--- src/rtl/hid_evt_pkg.sv ---
// Shared definitions for the gamepad event path: event type codes, direction
// bit positions inside the logical state word, default axis thresholds and
// small priority helpers used by the scanner and the auto-repeat logic.
package hid_evt_pkg;

  localparam logic [1:0] EVT_PRESS   = 2'b01;
  localparam logic [1:0] EVT_RELEASE = 2'b10;
  localparam logic [1:0] EVT_REPEAT  = 2'b11;

  localparam int DIR_LEFT  = 0;
  localparam int DIR_RIGHT = 1;
  localparam int DIR_UP    = 2;
  localparam int DIR_DOWN  = 3;

  localparam logic [7:0] AXIS_LO_DEFAULT = 8'h40;
  localparam logic [7:0] AXIS_HI_DEFAULT = 8'hC0;

  // Index of the lowest set bit; 0 when nothing is set.
  function automatic logic [3:0] lowest_set16(input logic [15:0] v);
    lowest_set16 = 4'd0;
    for (int i = 15; i >= 0; i--) begin
      if (v[i]) lowest_set16 = 4'(i);
    end
  endfunction

  function automatic logic [1:0] lowest_set4(input logic [3:0] v);
    lowest_set4 = 2'd0;
    for (int i = 3; i >= 0; i--) begin
      if (v[i]) lowest_set4 = 2'(i);
    end
  endfunction

endpackage

--- src/rtl/hid_evt_fifo.sv ---
// Synchronous event FIFO with a registered head word.
// Ports:
//   clk, rst_n        clock, async active-low reset
//   push, push_data   write request and data; accepted when room=1
//   room              a push this cycle will be accepted (a pop frees a slot)
//   pop               consumer ready; takes head when head_valid=1
//   head, head_valid  registered head word (holds last value while empty)
//   level             current occupancy
module hid_evt_fifo #(
  parameter int WIDTH = 6,
  parameter int DEPTH = 8
) (
  input  logic                       clk,
  input  logic                       rst_n,
  input  logic                       push,
  input  logic [WIDTH-1:0]           push_data,
  output logic                       room,
  input  logic                       pop,
  output logic [WIDTH-1:0]           head,
  output logic                       head_valid,
  output logic [$clog2(DEPTH):0]     level
);

  localparam int AW = $clog2(DEPTH);

  logic [WIDTH-1:0] mem [DEPTH];
  logic [AW-1:0]    wr_ptr, rd_ptr, rd_ptr_nxt;
  logic [AW:0]      count, count_nxt;
  logic             pop_fire, push_fire;

  assign head_valid = (count != '0);
  assign pop_fire   = pop && head_valid;
  assign room       = (count != (AW+1)'(DEPTH)) || pop_fire;
  assign push_fire  = push && room;
  assign rd_ptr_nxt = pop_fire ? rd_ptr + 1'b1 : rd_ptr;
  assign count_nxt  = count + (AW+1)'(push_fire) - (AW+1)'(pop_fire);
  assign level      = count;

  always_ff @(posedge clk or negedge rst_n) begin
    if (!rst_n) begin
      wr_ptr <= '0;
      rd_ptr <= '0;
      count  <= '0;
      head   <= '0;
    end else begin
      if (push_fire) wr_ptr <= wr_ptr + 1'b1;
      rd_ptr <= rd_ptr_nxt;
      count  <= count_nxt;
      // The word being written becomes the head when it lands on the next
      // read slot (empty FIFO, or a single entry popped this cycle).
      if (push_fire && (rd_ptr_nxt == wr_ptr)) head <= push_data;
      else if (count_nxt != '0)                head <= mem[rd_ptr_nxt];
    end
  end

  always_ff @(posedge clk) begin
    if (push_fire) mem[wr_ptr] <= push_data;
  end

endmodule

--- src/rtl/hid_gamepad_events.sv ---
// Converts HID reports into a 16-bit logical button/direction state and a
// stream of press / release / auto-repeat events, buffered in a small FIFO.
// Ports:
//   clk_i, rstn_i                 clock, async active-low reset
//   i_report, i_report_valid      raw report word and its one-cycle strobe
//   o_evt_data, o_evt_valid       FIFO head {type[1:0], index[3:0]} and valid
//   i_evt_ready                   consumer takes the head when valid && ready
//   o_state                       logical state already reported as events
//   o_fifo_level                  FIFO occupancy
//   o_overflow                    sticky: a repeat event had to be dropped
module hid_gamepad_events
  import hid_evt_pkg::*;
#(
  parameter int         C_report_bytes  = 8,
  parameter int         C_axis_x_byte   = 3,
  parameter int         C_axis_y_byte   = 4,
  parameter int         C_btn_byte0     = 5,
  parameter int         C_btn_byte1     = 6,
  parameter logic [7:0] C_axis_lo       = AXIS_LO_DEFAULT,
  parameter logic [7:0] C_axis_hi       = AXIS_HI_DEFAULT,
  parameter int         C_tick_div      = 6000,
  parameter int         C_repeat_delay  = 400,
  parameter int         C_repeat_period = 100,
  parameter int         C_fifo_depth    = 8
) (
  input  logic                            clk_i,
  input  logic                            rstn_i,
  input  logic [C_report_bytes*8-1:0]     i_report,
  input  logic                            i_report_valid,
  output logic [5:0]                      o_evt_data,
  output logic                            o_evt_valid,
  input  logic                            i_evt_ready,
  output logic [15:0]                     o_state,
  output logic [$clog2(C_fifo_depth):0]   o_fifo_level,
  output logic                            o_overflow
);

  localparam int TW        = $clog2(C_tick_div);
  localparam int C_rep_max = (C_repeat_delay > C_repeat_period) ? C_repeat_delay : C_repeat_period;
  localparam int RW        = $clog2(C_rep_max + 1);

  // Reset asserts asynchronously, releases on a clock edge.
  logic [1:0] rst_sync;
  logic       rst_n;

  always_ff @(posedge clk_i or negedge rstn_i) begin
    if (!rstn_i) rst_sync <= 2'b00;
    else         rst_sync <= {rst_sync[0], 1'b1};
  end
  assign rst_n = rst_sync[1];

  logic [7:0]  ax_x, ax_y, btn1;
  logic [3:0]  btn0_hi;
  logic [15:0] decoded;
  logic        unused_report;

  assign ax_x          = i_report[C_axis_x_byte*8 +: 8];
  assign ax_y          = i_report[C_axis_y_byte*8 +: 8];
  assign btn0_hi       = i_report[C_btn_byte0*8+4 +: 4];
  assign btn1          = i_report[C_btn_byte1*8 +: 8];
  assign unused_report = ^i_report;

  always_comb begin
    decoded            = '0;
    decoded[DIR_LEFT]  = (ax_x < C_axis_lo);
    decoded[DIR_RIGHT] = (ax_x > C_axis_hi);
    decoded[DIR_UP]    = (ax_y < C_axis_lo);
    decoded[DIR_DOWN]  = (ax_y > C_axis_hi);
    decoded[7:4]       = btn0_hi;
    decoded[15:8]      = btn1;
  end

  logic [15:0]   target, cur, diff;
  logic [3:0]    scan_idx;
  logic          scan_wr, fifo_room, push;
  logic [5:0]    push_data;
  logic [TW-1:0] tick_cnt;
  logic          tick;
  logic [1:0]    src, src_q;
  logic          src_any, src_any_q, src_change;
  logic [RW-1:0] rep_timer;
  logic          rep_pend, rep_req, rep_want, rep_slot, rep_wr, rep_drop;

  assign diff     = target ^ cur;
  assign scan_idx = lowest_set16(diff);
  assign scan_wr  = (diff != '0) && fifo_room;

  assign tick = (tick_cnt == TW'(C_tick_div - 1));

  assign src        = lowest_set4(cur[3:0]);
  assign src_any    = |cur[3:0];
  assign src_change = ({src_any, src} != {src_any_q, src_q});

  // A pending repeat belongs to the current source; a source change voids it.
  assign rep_req  = !src_change && src_any && tick && (rep_timer == RW'(1));
  assign rep_want = (rep_pend || rep_req) && !src_change;
  assign rep_slot = rep_want && (diff == '0);
  assign rep_wr   = rep_slot && fifo_room;
  assign rep_drop = rep_slot && !fifo_room;

  assign push      = scan_wr || rep_wr;
  assign push_data = (diff != '0) ? {(cur[scan_idx] ? EVT_RELEASE : EVT_PRESS), scan_idx}
                                  : {EVT_REPEAT, 2'b00, src};

  always_ff @(posedge clk_i or negedge rst_n) begin
    if (!rst_n) begin
      target     <= '0;
      cur        <= '0;
      tick_cnt   <= '0;
      src_q      <= '0;
      src_any_q  <= 1'b0;
      rep_timer  <= RW'(C_repeat_delay);
      rep_pend   <= 1'b0;
      o_overflow <= 1'b0;
    end else begin
      if (i_report_valid) target <= decoded;
      if (scan_wr) cur[scan_idx] <= ~cur[scan_idx];
      tick_cnt  <= tick ? '0 : tick_cnt + 1'b1;
      src_q     <= src;
      src_any_q <= src_any;
      if (src_change) begin
        rep_timer <= RW'(C_repeat_delay);
        rep_pend  <= 1'b0;
      end else begin
        if (src_any && tick) begin
          rep_timer <= (rep_timer == RW'(1)) ? RW'(C_repeat_period) : rep_timer - 1'b1;
        end
        // Only one repeat can wait behind the scanner.
        rep_pend <= rep_want && (diff != '0);
      end
      if (rep_drop) o_overflow <= 1'b1;
    end
  end

  assign o_state = cur;

  hid_evt_fifo #(
    .WIDTH (6),
    .DEPTH (C_fifo_depth)
  ) u_fifo (
    .clk        (clk_i),
    .rst_n      (rst_n),
    .push       (push),
    .push_data  (push_data),
    .room       (fifo_room),
    .pop        (i_evt_ready),
    .head       (o_evt_data),
    .head_valid (o_evt_valid),
    .level      (o_fifo_level)
  );

endmodule

--- config.mk ---
export PLATFORM = sky130hd
export DESIGN_NAME = hid_gamepad_events
export DESIGN_NICKNAME = d
export VERILOG_FILES = /design/src/rtl/hid_evt_pkg.sv /design/src/rtl/hid_evt_fifo.sv /design/src/rtl/hid_gamepad_events.sv
export SDC_FILE = /design/constraint.sdc
export NUM_CORES = 1
export LEC_CHECK = 0
export CAP_MARGIN = 5
export CORE_ASPECT_RATIO = 1.1
export CORE_MARGIN = 5
export CORE_UTILIZATION = 30
export DETAILED_ROUTE_END_ITERATION = 8
export PLACE_DENSITY_LB_ADDON = 0.05
export SLEW_MARGIN = 20
export SYNTH_ARGS = -nofsm -noshare
export SYNTH_HDL_FRONTEND = slang
export SYNTH_SLANG_ARGS = --single-unit
--- constraint.sdc ---
create_clock -name clk_i -period 3.1 [get_ports clk_i]
set_input_delay 0.62 -clock clk_i [delete_from_list [all_inputs] [get_ports clk_i]]
set_output_delay 0.62 -clock clk_i [all_outputs]
set_load 0.1 [all_outputs]
==> metrics.md, run 1 <==
| Metric | Value |
|---|---|
| Count of final setup violators | `6` |
| Synth Area per Inst | `12.2 um2` |
| Starting Density | `30.5%` |
| Final-stage net count | `751` |
| RSZ-0062 raised after global routing | `yes` |
| CP required | `3.40 ns` |
| FF-to-FF End | `u_fifo.head[4]` |
| Routed wire length | `15900 um` |
| Synth area leader | `dfrtp_1` |
| Setup CP Type | `reg -> reg` |
| Initial DRC count | `184` |
| I/O pin cnt | `96` |
| # hold bufs at CTS | `0` |
| Antenna Cells | `0` |
| Final min period | `3.48 ns` |
| Skew final | `0.0135 ns` |
| DRC viols | `0` |
| Share of layout cells above drive strength 1 | `37.9%` |
| Synthesized flop and latch total | `125` |
| Initial antenna violation count | `0` |
| Placed inst area | `7790 um2` |
| Clock share of power | `20.1%` |
| Slew Viols, Final | `0` |
| Pwr Density | `1190 nW/um2` |
| Setup WS post-layout | `-0.377 ns` |
| Post-synthesis cell type count | `73` |
| Failing checks | `setup timing` |
| Routed len/inst | `16.9 um` |
| Die Width | `148 um` |
| CP peak stage delay | `0.58 ns` |
| Syn_nets | `595` |
| Max Fclk | `0.288 GHz` |
| Most common cell after layout, fill and taps aside | `buf_4` |
| Total CTS buffers | `17` |
| Synth top area share | `29.5%` |
| Worst-path clk slew | `0.06 ns` |
| Post-synth EDFFs | `48` |
| Ys flop type | `dfrtp_1` |
| Hold WS | `0.318 ns` |
| Port bufs | `59` |
| Grt met2 use | `24.1%` |
| Most frequent cells in the layout | `buf_4, dfrtp_1, nor2_1, edfxtp_1, nand2_1` |
| CP max-delay cell | `or4_4` |
| VDD IR max | `0.000550 V` |
| Worst r2r src | `rep_timer[3]` |
| FP Rows | `55` |
| Gr busiest metal | `met2` |
| Core ar. | `20600 um2` |
| Slew headroom | `44.9%` |
| Critical path startpoint category | `register` |
| Largest net degree at the start of global routing | `38` |
| Final period util | `112%` |
| Internal | `5.77 mW` |
| Worst-path cell chain | `or4_4 -> nor4_4 -> a31o_1 -> and4_4 -> o21ai_4 -> inv_2 -> ha_4 -> inv_2 -> fa_1 -> xnor2_2 -> or4_4 -> nor2_1 -> a21oi_1 -> o22a_1` |
| Clock tree from TritonCTS | `built` |
| Worst-margin pin slew | `0.826 ns` |
| Worst Path Arrival | `3.78 ns` |
| Clock Latency Late Sink | `0.42 ns` |
| Comb pwr share | `53.4%` |
| Die footprint | `23900 um2` |
| Largest cells by area after synthesis | `dfrtp_1, edfxtp_1, mux2_2` |
| Hold Violations, Final | `0` |
| Reg2reg setup slack | `-0.38 ns` |
| DP HPWL | `11600 um` |
| CTS max path bufs | `2` |
| Vias in the first global route | `4869` |
| HP Class | `reg -> async` |
| Worst setup EP type | `register` |
| First-pass GRT wire length | `26000 um` |
| Final GP Congestion | `0.843` |
| Setup TNS | `-1.95 ns` |
| P_leak | `3.59 nW` |
| Post-Syn Area | `6270 um2` |
| Fin cells | `940` |
| Sink Count | `125` |
| Max H-tree Level | `4` |
| Met3 Use GR | `3.25%` |
| Max-cap violations | `0` |
| Global Route Usage Sum | `14.0%` |
| Final core occ | `41.1%` |
| Yosys warning total | `0` |
| CP max FO | `6` |
| Post-route ant nets | `0` |
| Routed vias | `4512` |
| Area growth, synth to finish | `34.8%` |
| Root Buffer | `clkbuf_16` |
| Avg Vias per Cell | `4.80` |
| Final Cell Area | `8450 um2` |
| NetSw | `4.31 mW` |
| Post-synth ARST share | `61.6%` |
| GRT overflow | `0` |
| Seq/Total Area, Yosys | `53.8%` |
| R2R cell count | `14` |
| Synthesized instance count | `515` |
| Placed cell count | `905` |
| First-pass DRT Iterations | `4` |
| GRT met1 Usage | `17.0%` |
| Flop pwr share | `26.5%` |
| Sw Ratio | `42.7%` |
| Die height | `162 um` |
| Run status | `finished with violations` |
==> power by group through the flow <==
stage	Clock (mW)	Combinational, mW	Sequential, mW
floorplan	0	2.65	3.54
global placement	0	5.09	2.69
detailed placement	0	5.15	2.71
CTS	2.07	5.37	2.68
global route	2.14	5.79	2.73
finish	2.02	5.38	2.67
==> state kept, by name, indices dropped and copies added, names as in the netlist <==
name and flops:
o_overflow 1, o_state 16, rep_pend 1, rep_timer 9, rst_sync 2, src_any_q 1
src_q 2, target 16, tick_cnt 13, u_fifo.head 6, u_fifo.level 4, u_fifo.mem 48
u_fifo.rd_ptr 3, u_fifo.wr_ptr 3
==> cell usage after synthesis (3+ instances only) <==
cell type  count
dfstp_2        3
nor4b_1        3
buf_2          5
nor4_1         5
o21ai_2        4
or4_1          4
nand2b_1       5
inv_1         19
dfrtp_1       74
nor3_1        16
o22ai_1        6
nand2_1       38
mux4_2         6
nand4_1        4
nand3_1        9
clkbuf_1       4
nor2_1        53
xor2_1        22
a21oi_1       13
edfxtp_1      48
o21ai_0       11
xnor2_1       22
mux2_2        30
mux2i_1       26
buf_4          5
and3_1         5
a211o_1        6
ha_1          11
nand2_2        3
==> cell families (layout without fill, tap and decap cells) <==
logic type,count (synthesis),in the layout,synth area share [%]
AND/OR/NAND/NOR,165,166,13.7
AO/OA/AOI/OAI,65,65,7.98
other,1,1,0.0598
flip-flops,125,125,53.8
multiplexers,64,64,12.1
adder cells (fa/ha/maj),12,12,2.51
XOR/XNOR,47,47,7.11
buffers and inverters,36,204,2.79
==> area by class of cell <==
cell class	count	area, um2
Clock buffer	21	450
Clock inverter	11	141
Fill cell	1973	12100
Inverter	20	75.1
Multi-Input combinational cell	355	2830
Sequential cell	125	3400
Tap cell	256	320
Timing Repair Buffer	152	1230
==> worst max path at each step <==
stage	start	to	slack, ns	cells after the start
floorplan	u_fifo.level[2]	u_fifo.head[5]	-0.59	16
global placement	rep_timer[3]	u_fifo.head[5]	-0.41	15
detailed placement	rep_timer[3]	u_fifo.head[5]	-0.46	15
CTS	rep_timer[3]	u_fifo.head[4]	-0.40	14
global route	rep_timer[3]	u_fifo.head[5]	-0.48	15
finish	rep_timer[3]	u_fifo.head[4]	-0.38	14
==> what timing repair did <==
action,4_1_cts,5_1_grt
resized for setup,5,7
setup buffers,1,1
pin swaps,3,3
endpoints found under the hold margin,0,0
cloned,1,0
endpoints found under the setup margin,14,23
==> through the flow <==
stage | power [mW] | setup WS [ns]
2_1_floorplan | 6.19 | -0.588
3_5_place_dp | 7.86 | -0.460
6_report | 10.1 | -0.377
3_3_place_gp | 7.78 | -0.407
5_1_grt | 10.7 | -0.481
4_1_cts | 10.1 | -0.403
==> metal layers <==
layer  part of all wire (%)  vias to the layer above
li1                       -                     2184
met1                     43                     2235
met2                     51                       68
met3                    2.8                       25
met4                    2.4                        0
met5                      0                        -
==> critical path, delay by kind of cell (launching register included) <==
| kind | cells | cell delay [ns] |
|---|---|---|
| fa+ha+maj | 2 | 0.52 |
| buf+inv | 2 | 0.11 |
| flops | 1 | 0.38 |
| xor+xnor | 1 | 0.19 |
| simple gates | 5 | 1.71 |
| compound gates | 4 | 0.46 |
No activity file was read; power rests on OpenSTA's default activity.
==> inputs of run 2 (changes only) <==
- ABC_AREA: not set -> 0
- REMOVE_ABC_BUFFERS: not set -> 1
- SLEW_MARGIN: 20 -> not set
==> run 2 against run 1 <==
The flow still finishes with violations (setup timing). Hold slack better by 0.034 ns. Register-to-register slack is essentially flat. Count of clock-buffer cells in the layout down 2. Clock skew barely moved. Final cell count rose by 4.3%. Critical path type unchanged. Critical endpoint unchanged. Largest power group unchanged.
==> metrics.md, run 2 (same netlist as run 1, synthesis figures left out) <==
| Metric | Value |
|---|---|
| Antenna Cells | `0 (unchanged)` |
| Fin cells | `980 (+4.3%)` |
| Skew final | `0.0132 ns (-0.000279 ns)` |
| Worst setup EP type | `register` |
| Final-stage net count | `792 (+5.5%)` |
| Sw Ratio | `41.6% (-1.2 points)` |
| Pwr Density | `1160 nW/um2 (-2.9%)` |
| Worst Hold Launch | `rst_sync[0]` |
| Clock share of power | `19.5% (-0.6 points)` |
| Critical path startpoint category | `register` |
| Routed vias | `4554 (+0.93%)` |
| P_leak | `3.80 nW (+6.0%)` |
| Max H-tree Level | `4 (unchanged)` |
| Setup CP Type | `reg -> reg` |
| Clock tree from TritonCTS | `built` |
| FP Rows | `55 (unchanged)` |
| Largest Register | `u_fifo.mem` |
| CP top delay family | `simple AND/OR/NAND/NOR gates` |
| Worst-path clk slew | `0.06 ns (about the same)` |
| Final min period | `3.48 ns (+0.00167 ns)` |
| Die Width | `148 um (unchanged)` |
| DRC viols | `0 (unchanged)` |
| Internal | `5.91 mW (+2.5%)` |
| Port bufs | `59 (unchanged)` |
| Routed wire length | `15800 um (-0.95%)` |
| Worst-margin pin slew | `0.822 ns (-0.00375 ns)` |
| I/O pin cnt | `96 (unchanged)` |
| Final core occ | `42.5% (+1.4 points)` |
| Routed len/inst | `16.1 um (-5.0%)` |
| Global Route Usage Sum | `13.8% (-0.20 points)` |
| Most common cell after layout, fill and taps aside | `buf_4` |
| Worst-path cell chain | `or4_4 -> nor4_4 -> a31o_1 -> and4_4 -> o21ai_4 -> inv_2 -> ha_4 -> inv_2 -> fa_1 -> inv_2 -> or4_4 -> buf_6 -> nor2_1 -> a21oi_1 -> o22a_1` |
| FF-to-FF End | `u_fifo.head[4]` |
| Largest net degree at the start of global routing | `51 (+34%)` |
| CP max-delay cell | `or4_4` |
| CP most frequent cell | `inv_2` |
| Reg2reg setup slack | `-0.38 ns (about the same)` |
| First-pass DRT Iterations | `4 (unchanged)` |
| Root Buffer | `clkbuf_16` |
| Post-route ant nets | `0 (unchanged)` |
| CP max FO | `6 (unchanged)` |
| Worst Path Arrival | `3.78 ns (about the same)` |
| Avg Vias per Cell | `4.65 (-3.2%)` |
| Die footprint | `23900 um2 (unchanged)` |
| Setup WS post-layout | `-0.378 ns (-0.00167 ns)` |
| Comb pwr share | `54.3% (+0.9 points)` |
| CP bufs+invs | `4 (+2)` |
| Number of flip-flops under the largest register name | `48 (unchanged)` |
| RSZ-0062 raised after global routing | `yes` |
| HP Class | `reg -> reg` |
| Count of final setup violators | `6 (unchanged)` |
| Worst hold endpoint | `rst_sync[1]` |
| Slew headroom | `45.0% (+0.078 points)` |
| CTS max path bufs | `2 (unchanged)` |
| Slew Viols, Final | `0 (unchanged)` |
| Die height | `162 um (unchanged)` |
| Area growth, synth to finish | `39.3%` |
| First-pass GRT wire length | `25900 um (-0.45%)` |
| Initial antenna violation count | `0 (unchanged)` |
| Worst r2r src | `rep_timer[6]` |
| VDD IR max | `0.000647 V (+18%)` |
| Sink Count | `125 (unchanged)` |
| Share of layout cells above drive strength 1 | `38.8% (+0.95 points)` |
| Flop pwr share | `26.2% (-0.3 points)` |
| Max Fclk | `0.287 GHz (about the same)` |
| Max-cap violations | `0 (unchanged)` |
| Placed cell count | `939 (+3.8%)` |
| Final period util | `112% (about the same)` |
| NetSw | `4.21 mW (-2.3%)` |
| Total CTS buffers | `17 (unchanged)` |
| DP HPWL | `11800 um (+1.4%)` |
| Most frequent cells in the layout | `buf_4, dfrtp_1, nor2_1, edfxtp_1, nand2_1` |
| GRT overflow | `0 (unchanged)` |
| Run status | `finished with violations` |
| Hold Violations, Final | `0 (unchanged)` |
| Failing checks | `setup timing` |
| Starting Density | `30.5% (unchanged)` |
| Clock Latency Late Sink | `0.41 ns (about the same)` |
| R2R cell count | `15 (+1)` |
| CP required | `3.40 ns (about the same)` |
| WHS Path Cells | `0` |
| Vias in the first global route | `4962 (+1.9%)` |
| Final GP Congestion | `0.834 (-1.1%)` |
| Core ar. | `20600 um2 (unchanged)` |
| CP peak stage delay | `0.54 ns (-0.04 ns)` |
| Initial DRC count | `205 (+11%)` |
run 2: changes by cell type in the layout (fill, tap and decap cells not counted), sizes merged:
cell	change
clkinvlp	+1
buf	+42
or4	-1
clkbuf	-2
run 2: layout make-up:
class / instances / area, um2
Fill cell: 1954 / 11800
Sequential cell: 125 / 3380
Multi-Input combinational cell: 354 / 2800
Timing Repair Buffer: 194 / 1580
Clock buffer: 19 / 433
Tap cell: 256 / 320
Clock inverter: 12 / 145
Inverter: 20 / 75.1
run 2: timing repair:
item | CTS | global route
pin swaps | 13 | 4
cloned | 1 | 0
buffers inserted | 10 | 5
endpoints found under the setup margin | 22 | 47
gates resized for setup | 19 | 15
hold buffers | 0 | 0
run 2: per-layer routing:
metal | part of all wire, % | global-route usage (%) | vias up
met5 | 0 | 0 | -
met4 | 1.4 | 4.70 | 0
met3 | 2.5 | 2.44 | 17
met2 | 52 | 24.5 | 70
met1 | 44 | 16.8 | 2204
li1 | - | - | 2263
run 2: power by group through the flow:
stage | clock, mW | combinational [mW] | sequential, mW
3_5_place_dp | 0 | 5.27 | 2.67
2_1_floorplan | 0 | 2.32 | 3.58
4_1_cts | 2.03 | 5.47 | 2.65
6_report | 1.98 | 5.50 | 2.65
3_3_place_gp | 0 | 5.21 | 2.66
5_1_grt | 2.10 | 5.96 | 2.70
run 2: worst max path at each step:
stage                          from              to  cells past startpoint  slack, ns
finish                 rep_timer[6]  u_fifo.head[4]                     15      -0.38
detailed placement     rep_timer[3]  u_fifo.head[4]                     15      -0.54
floorplan           u_fifo.level[2]  u_fifo.head[4]                     15      -1.65
global route           rep_timer[6]  u_fifo.head[5]                     15      -0.49
CTS                    rep_timer[4]  u_fifo.head[4]                     15      -0.38
global placement       rep_timer[3]  u_fifo.head[4]                     15      -0.53
run 2: worst register-to-register path: cells and delay by family, from the launching register on:
family                     cells  cell delay [ns]
adders and majority gates      2             0.61
DFF                            1             0.39
and+or+nand+nor                5             1.60
buffers and inverters          4             0.33
AOI/OAI and AO/OA              4             0.43
run 2: through the flow:
step                hold slack (ns)  total power, mW  setup TNS (ns)  setup WS, ns  cell area [um2]
floorplan                     0.324             5.91          -58.21         -1.65             6170
global placement              0.339             7.87           -3.17        -0.527             7980
detailed placement            0.342             7.94           -4.03        -0.542             7980
CTS                           0.345             10.2           -5.36        -0.379             8690
global route                  0.362             10.8           -2.81        -0.494             8730
finish                        0.352             10.1           -2.02        -0.378             8730
